`src/rtl/rf_wb_arbiter_if.sv`:
```
// Write-back request bundle between the two requesters (ALU = 0, load unit = 1)
// and rf_wb_arbiter. Lane i of each vector belongs to requester i.
interface rf_wb_arbiter_if #(
    parameter int DW = 32,
    parameter int AW = 3
);
    logic [1:0]      req_valid;
    logic [2*AW-1:0] req_addr;
    logic [2*DW-1:0] req_data;
    logic [1:0]      req_ready;

    // Requester side: presents writes, receives grants.
    modport master (
        output req_valid,
        output req_addr,
        output req_data,
        input  req_ready
    );

    // Arbiter side: samples writes, issues grants.
    modport slave (
        input  req_valid,
        input  req_addr,
        input  req_data,
        output req_ready
    );
endinterface

```
`src/rtl/rf_wb_arbiter.sv`:
```
// rf_wb_arbiter: shares the register-file write port between two write-back
// requesters and keeps a per-register pending-write (busy) scoreboard.
// Optional feature macro: RF_WB_FIXED_PRIO_EN -- when defined, requester 0
// always wins a tie; otherwise ties alternate round-robin via `last`.
module rf_wb_arbiter #(
    parameter int DW = 32,
    parameter int AW = 3
) (
    input  logic                 clk,
    input  logic                 n_rst,
    rf_wb_arbiter_if.slave       req,
    input  logic                 rsv_valid,
    input  logic [AW-1:0]        rsv_addr,
    output logic [AW-1:0]        wa,
    output logic [DW-1:0]        wd,
    output logic                 we,
    output logic [(2**AW)-1:0]   busy,
    output logic [15:0]          stall_cnt
);

    localparam int NREG = 2**AW;

    logic [1:0]      grant;
    logic            gnt_any;
    logic            gnt_sel;
    logic [AW-1:0]   gnt_addr;
    logic [DW-1:0]   gnt_data;
    logic            stall;

    logic            we_d,        we_q;
    logic [AW-1:0]   wa_d,        wa_q;
    logic [DW-1:0]   wd_d,        wd_q;
    logic [NREG-1:0] busy_d,      busy_q;
    logic [15:0]     stall_cnt_d, stall_cnt_q;
`ifndef RF_WB_FIXED_PRIO_EN
    logic            last_d,      last_q;
`endif

    // Zero-cycle grant; nothing is granted while reset is asserted.
    always_comb begin
        grant = 2'b00;
        if (n_rst) begin
            case (req.req_valid)
                2'b01:   grant = 2'b01;
                2'b10:   grant = 2'b10;
`ifdef RF_WB_FIXED_PRIO_EN
                2'b11:   grant = 2'b01;
`else
                2'b11:   grant = last_q ? 2'b01 : 2'b10;
`endif
                default: grant = 2'b00;
            endcase
        end
    end

    assign req.req_ready = grant;
    assign gnt_any       = |grant;
    assign gnt_sel       = grant[1];
    assign gnt_addr      = gnt_sel ? req.req_addr[AW +: AW] : req.req_addr[0 +: AW];
    assign gnt_data      = gnt_sel ? req.req_data[DW +: DW] : req.req_data[0 +: DW];
    assign stall         = |(req.req_valid & ~grant);

    // Next-state: write port load/hold, scoreboard update (set beats clear), stall counter.
    always_comb begin
        we_d = gnt_any;
        wa_d = gnt_any ? gnt_addr : wa_q;
        wd_d = gnt_any ? gnt_data : wd_q;

        busy_d = busy_q;
        if (gnt_any)
            busy_d[gnt_addr] = 1'b0;
        if (rsv_valid)
            busy_d[rsv_addr] = 1'b1;

        stall_cnt_d = stall_cnt_q;
        if (stall && (stall_cnt_q != 16'hFFFF))
            stall_cnt_d = stall_cnt_q + 16'd1;
`ifndef RF_WB_FIXED_PRIO_EN
        last_d = gnt_any ? gnt_sel : last_q;
`endif
    end

    // State registers; last resets to 1 so requester 0 wins the first tie.
    always_ff @(posedge clk) begin
        if (!n_rst) begin
            we_q        <= 1'b0;
            wa_q        <= '0;
            wd_q        <= '0;
            busy_q      <= '0;
            stall_cnt_q <= '0;
`ifndef RF_WB_FIXED_PRIO_EN
            last_q      <= 1'b1;
`endif
        end else begin
            we_q        <= we_d;
            wa_q        <= wa_d;
            wd_q        <= wd_d;
            busy_q      <= busy_d;
            stall_cnt_q <= stall_cnt_d;
`ifndef RF_WB_FIXED_PRIO_EN
            last_q      <= last_d;
`endif
        end
    end

    assign we        = we_q;
    assign wa        = wa_q;
    assign wd        = wd_q;
    assign busy      = busy_q;
    assign stall_cnt = stall_cnt_q;

endmodule

```
`src/flat_wrapper.sv`:
```
// flat-port wrapper written by rule: the top's interface ports become plain ports
module rf_wb_arbiter_flat 
#(
    parameter int DW = 32,
    parameter int AW = 3
)
  (clk, n_rst, rsv_valid, rsv_addr, wa, wd, we, busy, stall_cnt, req_req_valid, req_req_addr, req_req_data, req_req_ready);
  rf_wb_arbiter_if #(.DW(DW), .AW(AW)) req_i ();
  input  logic clk;
  input  logic n_rst;
  input  logic rsv_valid;
  input  logic [AW-1:0] rsv_addr;
  output logic [AW-1:0] wa;
  output logic [DW-1:0] wd;
  output logic we;
  output logic [(2**AW)-1:0] busy;
  output logic [15:0] stall_cnt;
  input wire logic [$bits(req_i.req_valid)-1:0] req_req_valid;
  input wire logic [$bits(req_i.req_addr)-1:0] req_req_addr;
  input wire logic [$bits(req_i.req_data)-1:0] req_req_data;
  output wire logic [$bits(req_i.req_ready)-1:0] req_req_ready;
  assign req_i.req_valid = req_req_valid;
  assign req_i.req_addr = req_req_addr;
  assign req_i.req_data = req_req_data;
  assign req_req_ready = req_i.req_ready;
  rf_wb_arbiter #(.DW(DW), .AW(AW)) u_core (.clk(clk), .n_rst(n_rst), .req(req_i), .rsv_valid(rsv_valid), .rsv_addr(rsv_addr), .wa(wa), .wd(wd), .we(we), .busy(busy), .stall_cnt(stall_cnt));
endmodule
```
`config.mk`:
```
export PLATFORM = sky130hd
export DESIGN_NAME = rf_wb_arbiter_flat
export DESIGN_NICKNAME = d
export VERILOG_FILES = /design/src/rtl/rf_wb_arbiter_if.sv /design/src/rtl/rf_wb_arbiter.sv /design/src/flat_wrapper.sv
export SDC_FILE = /design/constraint.sdc
export NUM_CORES = 1
export LEC_CHECK = 0
export ABC_AREA = 0
export BUFFER_PORTS_ARGS = -buffer_cell sky130_fd_sc_hd__buf_2
export CAP_MARGIN = 30
export CORE_MARGIN = 2
export CORE_UTILIZATION = 30
export DETAILED_ROUTE_END_ITERATION = 10
export SYNTH_ARGS = -nofsm -noshare
export SYNTH_HDL_FRONTEND = slang
export SYNTH_SLANG_ARGS = --single-unit
```
`constraint.sdc`:
```
create_clock -name clk -period 2.41 [get_ports clk]
set_input_delay 0 -clock clk [delete_from_list [all_inputs] [get_ports clk]]
set_output_delay 0 -clock clk [all_outputs]
set_load 0.1 [all_outputs]
```
---- Yosys cells after proc, flatten, opt, wreduce, memory -nomap -nowiden ----
Index checks and enable logic that the tools add are counted.
word-level totals
  bits in registers ....................... 61
  input bits .............................. 78
  logic and storage cells ................. 36
cells by class
  $add $sub $neg .......................... 1
  order comparisons ....................... 4
  eq/ne operators ......................... 4
  mux-type cells .......................... 11
  bitwise logic cells ..................... 5
  reduce and logical (&&, ||, !) cells .... 5
operator list
  kind                     count
  $mux W32                 1
  $add A16 B1 Y16 const B  1
  $mux W8                  2
  $ne A16 B16 Y1 const B   1
  $and A8 B8 Y8            1
  $lt A3 B4 Y1 const B     2
  $not A8 Y8               1
  $or A8 B8 Y8             1
  $demux W1 S3             2
  $ge A3 B1 Y1 const B     2
  $pmux W2 S3              1
  $eq A2 B2 Y1 const B     2
  $mux W2                  2
  $reduce_or A2 Y1         2
  $logic_and A1 B1 Y1      3
  $mux W3                  1
  $and A2 B2 Y2            1
  $eq A2 B1 Y1 const B     1
  $mux W1                  2
  $not A2 Y2               1

---- Longest topological paths before layout ----
  depth in word-level cells ............... 13
  depth in mapped cells ................... 6
  depth with buffers taken out ............ 5

---- Worst setup path after synthesis ----
No wires, ideal clock.
  kind .................................... reg-to-reg
  start point ............................. reg u_core.stall_cnt_q[6] (netlist: u_core.stall_cnt[6])
  end point ............................... reg u_core.stall_cnt_q[14] (netlist: u_core.stall_cnt[14])
  arrival ................................. 2.412 ns
  data required time ...................... 2.288 ns
  setup slack ............................. -0.124 ns
  cell stages (with the launch flop) ...... 4
  path through ............................ dfxtp_1 > nand4_1 > or4_1 > o311a_1
between the ends
  word-level cells in the longest chain between the ends .. 2
RTL lines
  element                                                                  line                 source
  start: declaration                                                       rf_wb_arbiter.sv:34  logic [15:0] stall_cnt_d, stall_cnt_q;
  start signal: assignment                                                 rf_wb_arbiter.sv:99  stall_cnt_q <= stall_cnt_d;
  parallel branches: the longest is 2 deep, another holds $add A16 B1 Y16  --
Parallel ways; which one is timed is not known.
A chain may end at the register's enable or synchronous reset.

---- Worst setup path in the final report ----
  start point ............................. in n_rst
  end point ............................... reg u_core.wd_q[8] (netlist: u_core.wd[8])
between the ends
  word-level cells in the longest chain between the ends .. 2
RTL lines
  element                                              line                                      source
  start: declaration                                   flat_wrapper.sv:10                        input logic n_rst;
  $mux W2                                              rf_wb_arbiter.sv:42                       if (n_rst) begin
  $mux W32 / $reduce_or A2 Y1 (equally long branches)  rf_wb_arbiter.sv:60, rf_wb_arbiter.sv:57
  end signal: assignment                               rf_wb_arbiter.sv:97                       wd_q <= wd_d;
  end: declaration                                     rf_wb_arbiter.sv:32                       logic [DW-1:0] wd_d, wd_q;
Several ways; a longest one is shown, not always the timed one.

==> metrics.txt <==
worst reg2reg endpoint=u_core.wd[8]$_SDFFE_PN0N_; Synth Register Bits=61; Worst setup SP type=input port; post_cts resized=0; die area=0.009675 mm²; DR WL/cell=14.50 µm; Yosys top cell by area=dfxtp_1; Req. time, crit path=2.67 ns; H-tree levels=3; mux contribution to synthesized area=5.714%; clk_skew=0.009062 ns; chip height=~100 µm; First-pass DRT Iterations=5; cell with the most instances after synthesis=dfxtp_1; Post-Synth Adder-Cell Area=0.8899%; ANT nets after route=0; status=finished, final reports clean; CTS sink cnt=61; sequential-to-total area share from yosys stat=45.71%; gpl congestion=between 0.7 and 0.8; Hold Crit Class=input port to flop; worst r2r path cells=5; clock transition at the registers of the reported paths=0.07 ns; clock network power share=31.1%; routed vias/inst=5.182; Setup crit end kind=flop; Starting Density=a little under a third; Remaining DRCs=0; # port buffers=139; CP Class=input port to flop; internal power=1.790 mW; Worst Setup SP=n_rst; Clock Tree Buf Depth=2; peak supply drop=0.0002714 V; Netlist cell types=36; unrepaired setup endpoints after global routing=no; Pwr Total=2.758 mW; Logic pwr share=29.3%; Worst-Skew Late Latency=0.33 ns; area share of and/or/nand/nor cells after synthesis=19.67%; total gr overflow=0; Syn Inst Count=roughly 300; fmax=0.4426 GHz; CORE AREA=0.008678 mm²; CTS buffer count=9; switching power=0.9678 mW; complex-gate fraction of the synthesized area=20.37%; post-synthesis cell area=around 0.0027 mm²; main combinational cell family by area after synthesis=compound AO/OA/AOI/OAI gates; syn_area_per_cell=8.934 µm²; dominant synthesized flop cell=dfxtp_1; Synth top area share=roughly 46%; R2R Setup Slk=0.25 ns; commonest cells in the netlist=dfxtp_1 (61), nor2_1 (48), a222oi_1 (30), clkbuf_1 (24); Pleak=1.844 nW; Area contributors post-synth=dfxtp_1 (46%), a222oi_1 (11%), nor2_1 (6.7%), mux2i_1 (4.9%), clkbuf_1 (3.4%); end of the critical path=u_core.wd[8]$_SDFFE_PN0N_; Final min period=2.260 ns; Power Density=635.9 mW/mm²; Sequential Power Share=around two fifths; crit-path max FO=17; Worst Tran Pin Value=0.6005 ns; final WL=8831 µm; Synth Area in XOR/XNOR=2.623%; TritonCTS clock tree=built; Final Max Slew Viols=0; Ports=140; number of flops mapped to enable cells by yosys=0; vias in the first global route=3,013; Net Count, Synth=378; fin crit share=between 90% and 100%; DR vias=3,156; Final setup violation count=0; r2r startpoint=u_core.last_q$_SDFFE_PN1N_; Total GRT Usage=17.85%; asr flop ratio synth=0%; antenna violations before repair=0; Ys Warns=0; critical path arrival=2.52 ns; Sw Share=35.09%; Die X=98.36 µm; DP HPWL=roughly 5200 µm; synthesis-to-finish area growth=62.34%; setup TNS after final layout=0 ns; clock root buffer=clkbuf_8; Filler Cells Inserted=816; n_diodes=0; DRT iter0 DRCs=199; Final Net Count=577; ratio of cells with drive above 1 in the final layout=34.53%; Slew headroom=59.84%; largest net degree at the start of global routing=56; Hold WS=0.03796 ns; Maximum Capacitance Violations=0; row cnt=34; Final Hold Fails=0; first-pass GRT wire length=14,080 µm
layout by cell type (no fill, tap or decap), types with 2 or more instances in the layout:
master and count:
nor2_1 48, nand3_1 14, o21ai_0 11, nor2b_1 3
nand2_1 14, and3_1 3, nand4_1 3, a211oi_1 10
buf_2 139, a222oi_1 30, inv_1 6, mux2i_1 13
buf_4 7, nand2b_1 2, or4_1 2, mux2_2 2
nor3_1 3, nor3b_1 6, nand3b_1 2, clkbuf_8 13
xnor2_1 8, a21oi_1 12, dfxtp_1 56, nor4_1 4
or3_1 2, dlygate4sd3_1 68, inv_2 2, dfxtp_2 5
power by group through the flow:
stage | Combinational (mW) | Clock [mW] | Sequential, mW
after detailed placement | 0.684 | 0 | 1.11
after global routing | 0.850 | 0.931 | 1.10
final | 0.809 | 0.858 | 1.09
after global placement | 0.678 | 0 | 1.11
after floorplan | 0.175 | 0 | 1.46
after CTS | 0.800 | 0.892 | 1.09
worst min path at each step:
stage	slack (ns)	cells past startpoint	to	start
detailed placement	0.26	3	u_core.wd[8]$_SDFFE_PN0N_	req_req_data[8]
finish	0.04	3	u_core.wd[17]$_SDFFE_PN0N_	req_req_data[17]
floorplan	0.15	2	u_core.busy[6]$_SDFF_PN0_	rsv_addr[2]
global route	0.05	3	u_core.wd[17]$_SDFFE_PN0N_	req_req_data[17]
CTS	0.02	3	u_core.wd[17]$_SDFFE_PN0N_	req_req_data[17]
global placement	0.25	3	u_core.wd[0]$_SDFFE_PN0N_	req_req_data[0]
cells by family after synthesis:
| kind of cell | count (synthesis) |
|---|---|
| buffers and inverters | 35 |
| DFF | 61 |
| muxes | 15 |
| xor gates and xnor gates | 8 |
| AOI/OAI and AO/OA | 69 |
| adders and majority gates | 2 |
| and+or+nand+nor | 109 |
per-stage QoR:
stage                     cell area (µm²)  instances  setup slack (ns)  util [%]
after detailed placement             3472        527            0.5197     40.01
final                                4337        609            0.1504     49.97
after global placement               3472        527            0.5611     40.01
after floorplan                      2678        299          0.005980         -
after global routing                 4337        609           0.06020     49.97
after CTS                            4337        609            0.2071     49.97
worst max-delay path, stage by stage:
cell and delay, ns:
dlygate4sd3_1 0.51, buf_2 0.24, inv_2 0.08, a211oi_4 0.50, buf_4 0.34, a222oi_1 0.13
dlygate4sd3_1 0.60, nor2_1 0.11
routing by layer:
metal  vias to the layer above  GRT usage (%)  share of wire [%]
met2                       136          30.30                 49
met3                        17          3.794                6.5
met4                         0          7.692                2.0
met5                         -              0                  0
met1                      1491          21.79                 43
li1                       1512              -                  -
area by class of cell:
cell class | instances | area (µm²) | area share [%]
clock buffers | 13 | 178.9 | 4.126
clock inverters | 1 | 5.005 | 0.1154
repair buffers | 214 | 1429 | 32.95
inverters | 9 | 33.78 | 0.7790
well taps | 108 | 135.1 | 3.116
flip-flops and latches | 61 | 1227 | 28.30
multi-input cells | 203 | 1328 | 30.61
sequential cells by signal (all words and copies together), names as in the netlist:
name / count
u_core.wd: 32
u_core.stall_cnt: 16
u_core.busy: 8
u_core.wa: 3
u_core.last_q: 1
u_core.we: 1
repair_timing:
action	in CTS	in global routing
setup buffers	0	0
endpoints found under the hold margin	39	0
hold buffers	68	0
Power figures use the tool's default switching activity.
